===== src/rtl/pp_shift_add_ctrl.sv =====
// pp_shift_add_ctrl: sequential shift-add multiplier that uses one partial-product row per cycle
//   clk, rst        : clock, synchronous active-high reset
//   in_valid/in_ready, A, B   : operand handshake (unsigned multiplicand / multiplier)
//   out_valid/out_ready, P    : product handshake, P = A*B held until consumed
//   pp_idx, pp_sel  : multiplier bit index and row gate of the current RUN cycle
//   busy            : operation in progress (RUN or DONE)
module pp_shift_add_ctrl #(
  parameter int WIDTH      = 16,
  parameter bit EARLY_EXIT = 1'b0
) (
  input  logic                     clk,
  input  logic                     rst,
  input  logic                     in_valid,
  output logic                     in_ready,
  input  logic [WIDTH-1:0]         A,
  input  logic [WIDTH-1:0]         B,
  output logic                     out_valid,
  input  logic                     out_ready,
  output logic [2*WIDTH-1:0]       P,
  output logic [$clog2(WIDTH)-1:0] pp_idx,
  output logic                     pp_sel,
  output logic                     busy
);
  localparam int IW = $clog2(WIDTH);
  typedef enum logic [1:0] {IDLE, RUN, DONE} state_t;
  state_t state, state_n;
  logic [WIDTH-1:0] mcand, mplier;
  logic [2*WIDTH-1:0] acc, acc_n;
  logic [IW-1:0] cnt;
  logic last;
  always_comb begin
    acc_n = acc + ({{WIDTH{1'b0}}, mcand & {WIDTH{mplier[0]}}} << cnt);
    // early exit once no set multiplier bits remain beyond the one consumed this cycle
    last = (cnt == IW'(WIDTH - 1)) || (EARLY_EXIT && ((mplier >> 1) == '0));
    state_n = state == IDLE ? (in_valid ? RUN : IDLE) :
              state == RUN  ? (last ? DONE : RUN) :
                              (out_ready ? IDLE : DONE);
  end
  always_ff @(posedge clk) begin
    if (rst) begin
      state  <= IDLE;
      mcand  <= '0;
      mplier <= '0;
      acc    <= '0;
      cnt    <= '0;
      P      <= '0;
    end else begin
      state <= state_n;
      if (state == IDLE && in_valid) begin
        mcand  <= A;
        mplier <= B;
        acc    <= '0;
        cnt    <= '0;
      end
      if (state == RUN) begin
        acc    <= acc_n;
        mplier <= mplier >> 1;
        cnt    <= cnt + 1'b1;
        if (last) P <= acc_n;
      end
    end
  end
  assign in_ready  = state == IDLE;
  assign out_valid = state == DONE;
  assign busy      = state != IDLE;
  assign pp_sel    = state == RUN && mplier[0];
  assign pp_idx    = cnt;
endmodule


===== config.mk =====
export PLATFORM = sky130hd
export DESIGN_NAME = pp_shift_add_ctrl
export DESIGN_NICKNAME = d
export VERILOG_FILES = /design/src/rtl/pp_shift_add_ctrl.sv
export SDC_FILE = /design/constraint.sdc
export NUM_CORES = 1
export LEC_CHECK = 0
export CAP_MARGIN = 40
export CORE_MARGIN = 3
export CORE_UTILIZATION = 45
export DETAILED_ROUTE_END_ITERATION = 16
export GPL_ROUTABILITY_DRIVEN = 0
export PLACE_DENSITY = 0.66
export SLEW_MARGIN = 20
export SYNTH_ARGS = -nofsm -noshare
export SYNTH_HDL_FRONTEND = slang
export SYNTH_SLANG_ARGS = --single-unit

===== constraint.sdc =====
create_clock -name clk -period 9.2 [get_ports clk]
set_input_delay 2.3 -clock clk [delete_from_list [all_inputs] [get_ports clk]]
set_output_delay 2.3 -clock clk [all_outputs]
set_load 0.01 [all_outputs]

# Word-level counts from Yosys, hierarchy flattened

Cells that the tools add are included.

Bits in registers: 102
Output and inout port bits: 40
Bits of input ports: 36

Bitwise gates (word level): 1
Muxes and demuxes: 11
Eq/ne operators: 3
Shifts and indexed selects: 1
Add/subtract/negate cells: 2
Reduce and logical (&&, ||, !) cells: 7

Operators by type and width:

| cell                  | count |
|---|---|
| $mux W32              | 2 |
| $add A32 B32 Y32      | 1 |
| $shl A16 B4 Y32       | 1 |
| $mux W15              | 2 |
| $and A16 B16 Y16      | 1 |
| $mux W2               | 4 |
| $mux W4               | 2 |
| $add A4 B1 Y4 const B | 1 |
| $eq A4 B4 Y1 const B  | 1 |
| $reduce_bool A2 Y1    | 2 |
| $eq A2 B1 Y1 const B  | 1 |
| $eq A2 B2 Y1 const B  | 1 |
| $logic_and A1 B1 Y1   | 2 |
| $logic_not A2 Y1      | 1 |
| $reduce_and A2 Y1     | 1 |
| $reduce_or A2 Y1      | 1 |
| $mux W1               | 1 |

# Longest topological paths before layout

Gate-level depths: netlist of the first run.

Word-level depth: 4
Gate-level depth with buffers: 18
Gate-level depth less buffers: 15

# Least setup slack after synthesis of the first run

Ideal clock, no wire load.

Kind: register to register
Start: register cnt[0], in the netlist pp_idx[0]
End: register P[30]
Cell stages (with the launch flop): 18
Setup time: 0.096 ns
Setup slack: 5.523 ns
Arrival time: 3.581 ns
Path buffers: 4
Cell sequence: dfxtp_1 -> clkbuf_1 -> buf_2 -> clkbuf_1 -> nand2_1 -> o211ai_1 -> nor2_1 -> a31oi_1 -> a21oi_1 -> ha_1 -> buf_6 -> a21oi_4 -> o21ai_1 -> and2b_4 -> a21oi_4 -> a21oi_2 -> o41a_1 -> o41ai_2

Word-level cells in the longest chain between the ends: 2
Elaborated cells on any way between the ends: 4

Ends and longest elaborated chain:

| item                                                         | RTL line | text |
|---|---|---|
| start: declaration                                           | 29       | `logic [IW-1:0] cnt;` |
| start signal: assignment                                     | 58       | `cnt <= cnt + 1'b1;` |
| $shl A16 B4 Y32 / $eq A4 B4 Y1 (equally long branches)       | 32, 34   |  |
| $add A32 B32 Y32 / $reduce_and A2 Y1 (equally long branches) | -        |  |
| end signal: assignment                                       | 59       | `if (last) P <= acc_n;` |
| end: declaration                                             | 19       | `output logic [2*WIDTH-1:0] P,` |

Several ways; a longest one is shown, not always the timed one.
A chain may end at the register's enable or synchronous reset.

# Final worst setup path of the first run

Start: register cnt[1], in the netlist pp_idx[1]
End: register P[24]

Same word-level chain as after synthesis.

==> results.py, run 1 <==
metrics = {
    "worst_setup_path": {
        "worstSetupPathType": "flop to flop",
        "rr_worst_depth": 14,
        "crit_path_end_kind": "flop",
        "crit_required_ps": 9440,
        "crit_fanout": 26,
        "critPathLaunchType": "flop",
        "arrival_ps": 4520,
    },
    "detailed_routing": {
        "vias_per_cell": 5.83,
        "first_pass_iters": 6,
        "drc": 0,
        "post_drt_wl_per_cell_um": 16.5,
        "drtAntennaViolNets": 0,
        "vias": 6465,
        "drt_wl_total_mm": 18.3,
        "drtIter0Drc": 503,
    },
    "pwr": {
        "power.density_nw_per_um2": 122,
        "leakage_nw": 2.91,
        "ir_drop_uv": 111,
    },
    "cts": {
        "cts_tree": "done",
        "cts_setup_buffers": 0,
        "clk_pin_slew_worst_paths_ps": 70,
        "clock_path_buffers": 2,
        "ctsRootBufferMaster": "clkbuf_16",
        "clock_latency_ps": 360,
        "numCtsBuffers": 9,
        "hold_buffers": 0,
        "cts_sinks": 102,
        "ctsResizeCount": 0,
        "htree_levels": 3,
    },
    "timing": {
        "hold_violations": 0,
        "period_needed_ps": 4270,
        "drv_slew": 0,
        "worst_pin_slew_ps": 767,
        "setup_viol_count_final": 0,
        "rsz0062_at_grt": "no",
        "relSlewSlack_pct": 48.7,
        "finalCritPeriodShare_pct": 46.5,
        "fmax_mhz": 234,
        "setup_tns_ps": 0,
        "fin_skew_ps": 12.0,
    },
    "cells_and_area": {
        "final-instance-count-excl-fill": 1109,
        "num_antenna_cells": 0,
        "fillers": 1391,
        "area_growth_syn_to_layout_pct": 16.6,
        "nNetsFinal": 993,
        "final_core_util_pct": 54.9,
        "drive_above_1_share_pct": 6.46,
    },
    "place": {
        "io_buffers": 75,
        "place_inst": 1093,
        "place.detailed.hpwl_mm": 13.5,
    },
    "synthesis": {
        "synth_edf_count": 0,
        "ys_seq_area_share_pct": 30.7,
        "synth_top_area_share_pct": 30.7,
        "syn_avg_cell_area_um2": 7.43,
        "synth.distinct_cells": 68,
        "synth_area_leaders": "dfxtp_1, nand2_1, a21oi_1, ha_1, nor2_1",
        "synth.net_count": 965,
        "synth_area_leader_cell": "dfxtp_1",
        "synth_area_um2": 6660,
        "synth-seq-cells": 102,
        "yosys_warnings": 0,
        "synthArstFlopShare_pct": 0,
        "synth_flop_cell": "dfxtp_1",
        "syn_inst": 896,
    },
    "global_routing": {
        "grtUsageMet1_pct": 30.3,
        "antenna_found_initial": 0,
        "grt_max_degree": 56,
        "grt_busiest_layer": "met2",
        "grt_pass1_vias": 6073,
        "grt_overflow_total": 0,
        "grt_util_met3_pct": 4.56,
        "grt_use_met2_pct": 37.7,
        "track_usage_pct": 23.0,
        "grt_pass1_wl_mm": 30.6,
    },
    "floorplanning": {
        "row_count": 43,
        "die_h_um": 128,
        "initial_core_util_pct": 47.1,
        "die_w_um": 128,
        "io_pins": 76,
        "core_um2": 14100,
        "die_area_um2": 16300,
    },
    "run_status": {
        "status": "finished, final reports clean",
    },
    "worst_hold_path": {
        "holdPathStages": 2,
        "hold_path.class": "flop to flop",
    },
    "job": {
        "drv_cap": 0,
    },
}
[cells in the mapped netlist (all sizes together), types with 2 or more instances]
| cell type | count |
|---|---|
| a22oi | 2 |
| nor2 | 68 |
| a311oi | 16 |
| nor3 | 23 |
| mux4 | 2 |
| o211ai | 6 |
| nand4 | 19 |
| a21o | 12 |
| nor4b | 3 |
| clkbuf | 48 |
| a22o | 10 |
| nand3b | 2 |
| nor2b | 6 |
| o31ai | 9 |
| ha | 32 |
| nand3 | 49 |
| inv | 6 |
| and2 | 8 |
| nand2 | 182 |
| mux2 | 12 |
| a21boi | 2 |
| o21a | 9 |
| or4 | 5 |
| xnor2 | 12 |
| dfxtp | 102 |
| a21oi | 91 |
| a211oi | 6 |
| xor2 | 13 |
| or3 | 5 |
| mux2i | 13 |
| a31oi | 12 |
| nand2b | 3 |
| o22ai | 9 |
| a311o | 2 |
| and3 | 9 |
| o21ai | 39 |
| o21bai | 5 |
| nor4 | 3 |
| buf | 23 |
[power breakdown]
group          internal [W]  leakage, nW  switching (W)
Sequential         0.000454        0.828      0.0000106
Combinational     0.0000442         1.94      0.0000633
Clock              0.000195        0.142       0.000182
[state kept, by name, indices dropped and copies added, names as in the netlist]
register and cells:
mcand 16, state 2, acc 32, P 32, pp_idx 4, mplier 16
[worst max-delay path, stage by stage, from the launching register on]
cell and delay, ps:
dfxtp_1 470, buf_4 310, mux2_2 360, o211ai_1 310, nor2_1 80, a31oi_1 340
a21oi_1 130, ha_1 530, nand4_1 320, nor4_1 350, nand3_1 210, nand3_1 180
a21o_1 230, nor4_1 60, a211o_1 290
[path summary, 6_finish.rpt]
kind                                start  endpoint  slack [ps]
worst min-delay path                P[20]     P[20]         450
worst min register to register      P[20]     P[20]         450
worst max-delay path            pp_idx[1]     P[24]        4930
worst max register to register  pp_idx[1]     P[24]        4930
[placed cells by master (no fill, tap or decap), types with 13 or more instances in the layout]
cell               n
a311oi_1          16
xor2_1            13
mux2i_1           13
ha_1              32
nand2_1          181
o21ai_0           35
nor2_1            68
nand4_1           19
nor3_1            22
a21oi_1           85
dfxtp_1          102
clkdlybuf4s50_1   74
nand3_1           49
[final cells by class]
class	count	area, um2	area share, %
flip-flops and latches	102	2040	26.3
repair buffers	88	878	11.3
multi-input cells	716	4300	55.3
well taps	180	225	2.90
clock buffers	10	239	3.08
inverters	7	26.3	0.338
clock inverters	6	58.8	0.757
[layer usage]
| metal | wire (um) | part of all wire [%] |
|---|---|---|
| met5 | 0 | 0 |
| met3 | 949 | 5.2 |
| met1 | 8300 | 45 |
| met4 | 582 | 3.2 |
| met2 | 8520 | 46 |
[cell families after synthesis]
family,Yosys count,share of synthesized area (%)
adders and majority gates,33,6.31
AOI/OAI and AO/OA,244,24.2
DFF,102,30.7
muxes,27,4.66
and+or+nand+nor,387,26.1
buffers and inverters,78,4.79
xor gates and xnor gates,25,3.29
[stage by stage]
step | power [W] | cell area [um2] | worst slack (ps) | hold WS [ps]
global placement | 0.000580 | 7410 | 4920 | 444
CTS | 0.000959 | 7770 | 4960 | 458
global route | 0.000991 | 7770 | 4560 | 478
finish | 0.000950 | 7770 | 4930 | 454
detailed placement | 0.000583 | 7470 | 4950 | 448
floorplan | 0.000542 | 6660 | 5520 | 432
Power figures use the tool's default switching activity.
==> run 2, diff against run 1 <==
--- a/config.mk
+++ b/config.mk
@@ -10,7 +10,7 @@
 export CORE_UTILIZATION = 45
 export DETAILED_ROUTE_END_ITERATION = 16
 export GPL_ROUTABILITY_DRIVEN = 0
-export PLACE_DENSITY = 0.66
+export PLACE_DENSITY = 0.69
 export SLEW_MARGIN = 20
 export SYNTH_ARGS = -nofsm -noshare
 export SYNTH_HDL_FRONTEND = slang
==> constraint.sdc (replaced) <==
create_clock -name clk -period 3.9 [get_ports clk]
set_input_delay 0.975 -clock clk [delete_from_list [all_inputs] [get_ports clk]]
set_output_delay 0.975 -clock clk [all_outputs]
set_load 0.01 [all_outputs]
==> run 2 against run 1 <==
Against the previous run:
- core utilization increased by 1.6 points
- register-to-register slack got worse by 4700 ps
- clock-buffer cell count is the same
- wire length increased by 7.0%
- critical endpoint is now P[23]
- worst hold slack improved by 3.2 ps
- highest routed layer unchanged
- maximum frequency grew 17%
- first-iteration DRC count shrank 7.6%
- sequential power increased by 140%
==> results.py, run 2 (synthesis gave the netlist of run 1 again) <==
metrics = {
    "run_status": {
        "status": "finished, final reports clean",
    },
    "worst_setup_path": {
        "arrival_ps": 3960,
        "rr_worst_depth": 14,
        "crit_required_ps": 4200,
        "crit_fanout": 15,
        "critPathLaunchType": "flop",
        "worstSetupPathType": "flop to flop",
        "crit_path_end_kind": "flop",
    },
    "detailed_routing": {
        "drtAntennaViolNets": 0,
        "vias_per_cell": 5.94,
        "post_drt_wl_per_cell_um": 17.4,
        "drc": 0,
        "drtIter0Drc": 465,
        "drt_wl_total_mm": 19.6,
        "first_pass_iters": 5,
        "vias": 6707,
    },
    "cts": {
        "cts_tree": "done",
        "numCtsBuffers": 9,
        "cts_sinks": 102,
        "clock_latency_ps": 360,
        "ctsRootBufferMaster": "clkbuf_16",
        "clk_pin_slew_worst_paths_ps": 80,
        "clock_path_buffers": 2,
        "hold_buffers": 0,
        "htree_levels": 3,
    },
    "timing": {
        "fin_skew_ps": 8.48,
        "relSlewSlack_pct": 53.8,
        "hold_violations": 0,
        "setup_viol_count_final": 0,
        "worst_pin_slew_ps": 693,
        "fmax_mhz": 273,
        "finalCritPeriodShare_pct": 93.9,
        "drv_slew": 0,
        "hold_ws_ps": 457,
        "period_needed_ps": 3660,
    },
    "floorplanning": {
        "core_um2": 14100,
        "initial_core_util_pct": 47.1,
        "die_h_um": 128,
        "row_count": 43,
        "die_w_um": 128,
        "io_pins": 76,
        "die_area_um2": 16300,
    },
    "global_routing": {
        "track_usage_pct": 24.1,
        "antenna_found_initial": 0,
        "grt_pass1_wl_mm": 31.8,
        "grt_max_degree": 57,
        "grt_pass1_vias": 6345,
        "grt_overflow_total": 0,
    },
    "pwr": {
        "total_power_w": 0.00234,
        "ir_drop_uv": 214,
        "leakage_nw": 3.00,
        "power.density_nw_per_um2": 293,
    },
    "cells_and_area": {
        "num_antenna_cells": 0,
        "layout_commonest_cell": "nand2_1",
        "reg_top3": "P x32, acc x32",
        "final_cell_mix": "nand2_1, dfxtp_1, a21oi_1",
        "final_core_util_pct": 56.5,
        "area_growth_syn_to_layout_pct": 20.0,
        "drive_above_1_share_pct": 9.80,
        "nNetsFinal": 1013,
    },
    "place": {
        "io_buffers": 75,
        "place.detailed.hpwl_mm": 14.3,
    },
    "worst_hold_path": {
        "holdPathStages": 2,
        "hold_path.class": "flop to flop",
    },
    "job": {
        "drv_cap": 0,
    },
}
## run 2: report_power, final
group	leakage, nW	internal [W]	switching, W
Clock	0.153	0.000527	0.000446
Sequential	0.829	0.00107	0.0000239
Combinational	2.02	0.000111	0.000160
Total	3.00	0.00171	0.000630
## run 2: layer usage
| metal | vias up | track usage [%] | part of all wire, % |
|---|---|---|---|
| met2 | 229 | 39.1 | 47 |
| li1 | 3307 | - | - |
| met5 | - | 0 | 0 |
| met3 | 34 | 5.23 | 6.2 |
| met1 | 3137 | 31.5 | 45 |
| met4 | 0 | 8.86 | 2.3 |
## run 2: worst paths after layout
check | startpoint | end | slack [ps]
hold / removal | P[10] | P[10] | 460
setup reg to reg | pp_idx[0] | P[23] | 240
setup / recovery | pp_idx[0] | P[23] | 240
hold reg to reg | P[10] | P[10] | 460
## run 2: per-stage QoR
step	std cells	setup slack (ps)	instance area (um2)	setup TNS [ps]
5_1_grt	1129	-4.77	7990	-4.77
4_1_cts	1125	65.8	7900	0
3_5_place_dp	1109	96.2	7580	0
3_3_place_gp	1108	176	7570	0
2_1_floorplan	896	223	6660	0
6_report	1129	238	7990	0
## run 2: worst max-delay path: stages, from the launching register on
cell and delay [ps]:
dfxtp_2 400, buf_12 160, mux2_2 330, nand2_1 60, o21ai_0 140, a31oi_2 310, o22ai_1 130, ha_2 420
nand4_1 220, o22ai_1 260, a22o_1 280, a21oi_1 130, o21a_1 250, or4_1 410, nand3_1 70
## run 2: timing repair
action	4_1_cts	5_1_grt
buffers inserted	0	3
resized for setup	0	14
setup endpoints to repair	0	16
## run 2: area by class of cell
cell class / instances / area [um2]
fill: 1339 / 6160
multi-input combinational: 716 / 4360
sequential: 102 / 2040
timing repair buffer: 108 / 1020
clock buffer: 10 / 239
tap: 180 / 225
clock inverter: 6 / 77.6
inverter: 7 / 26.3
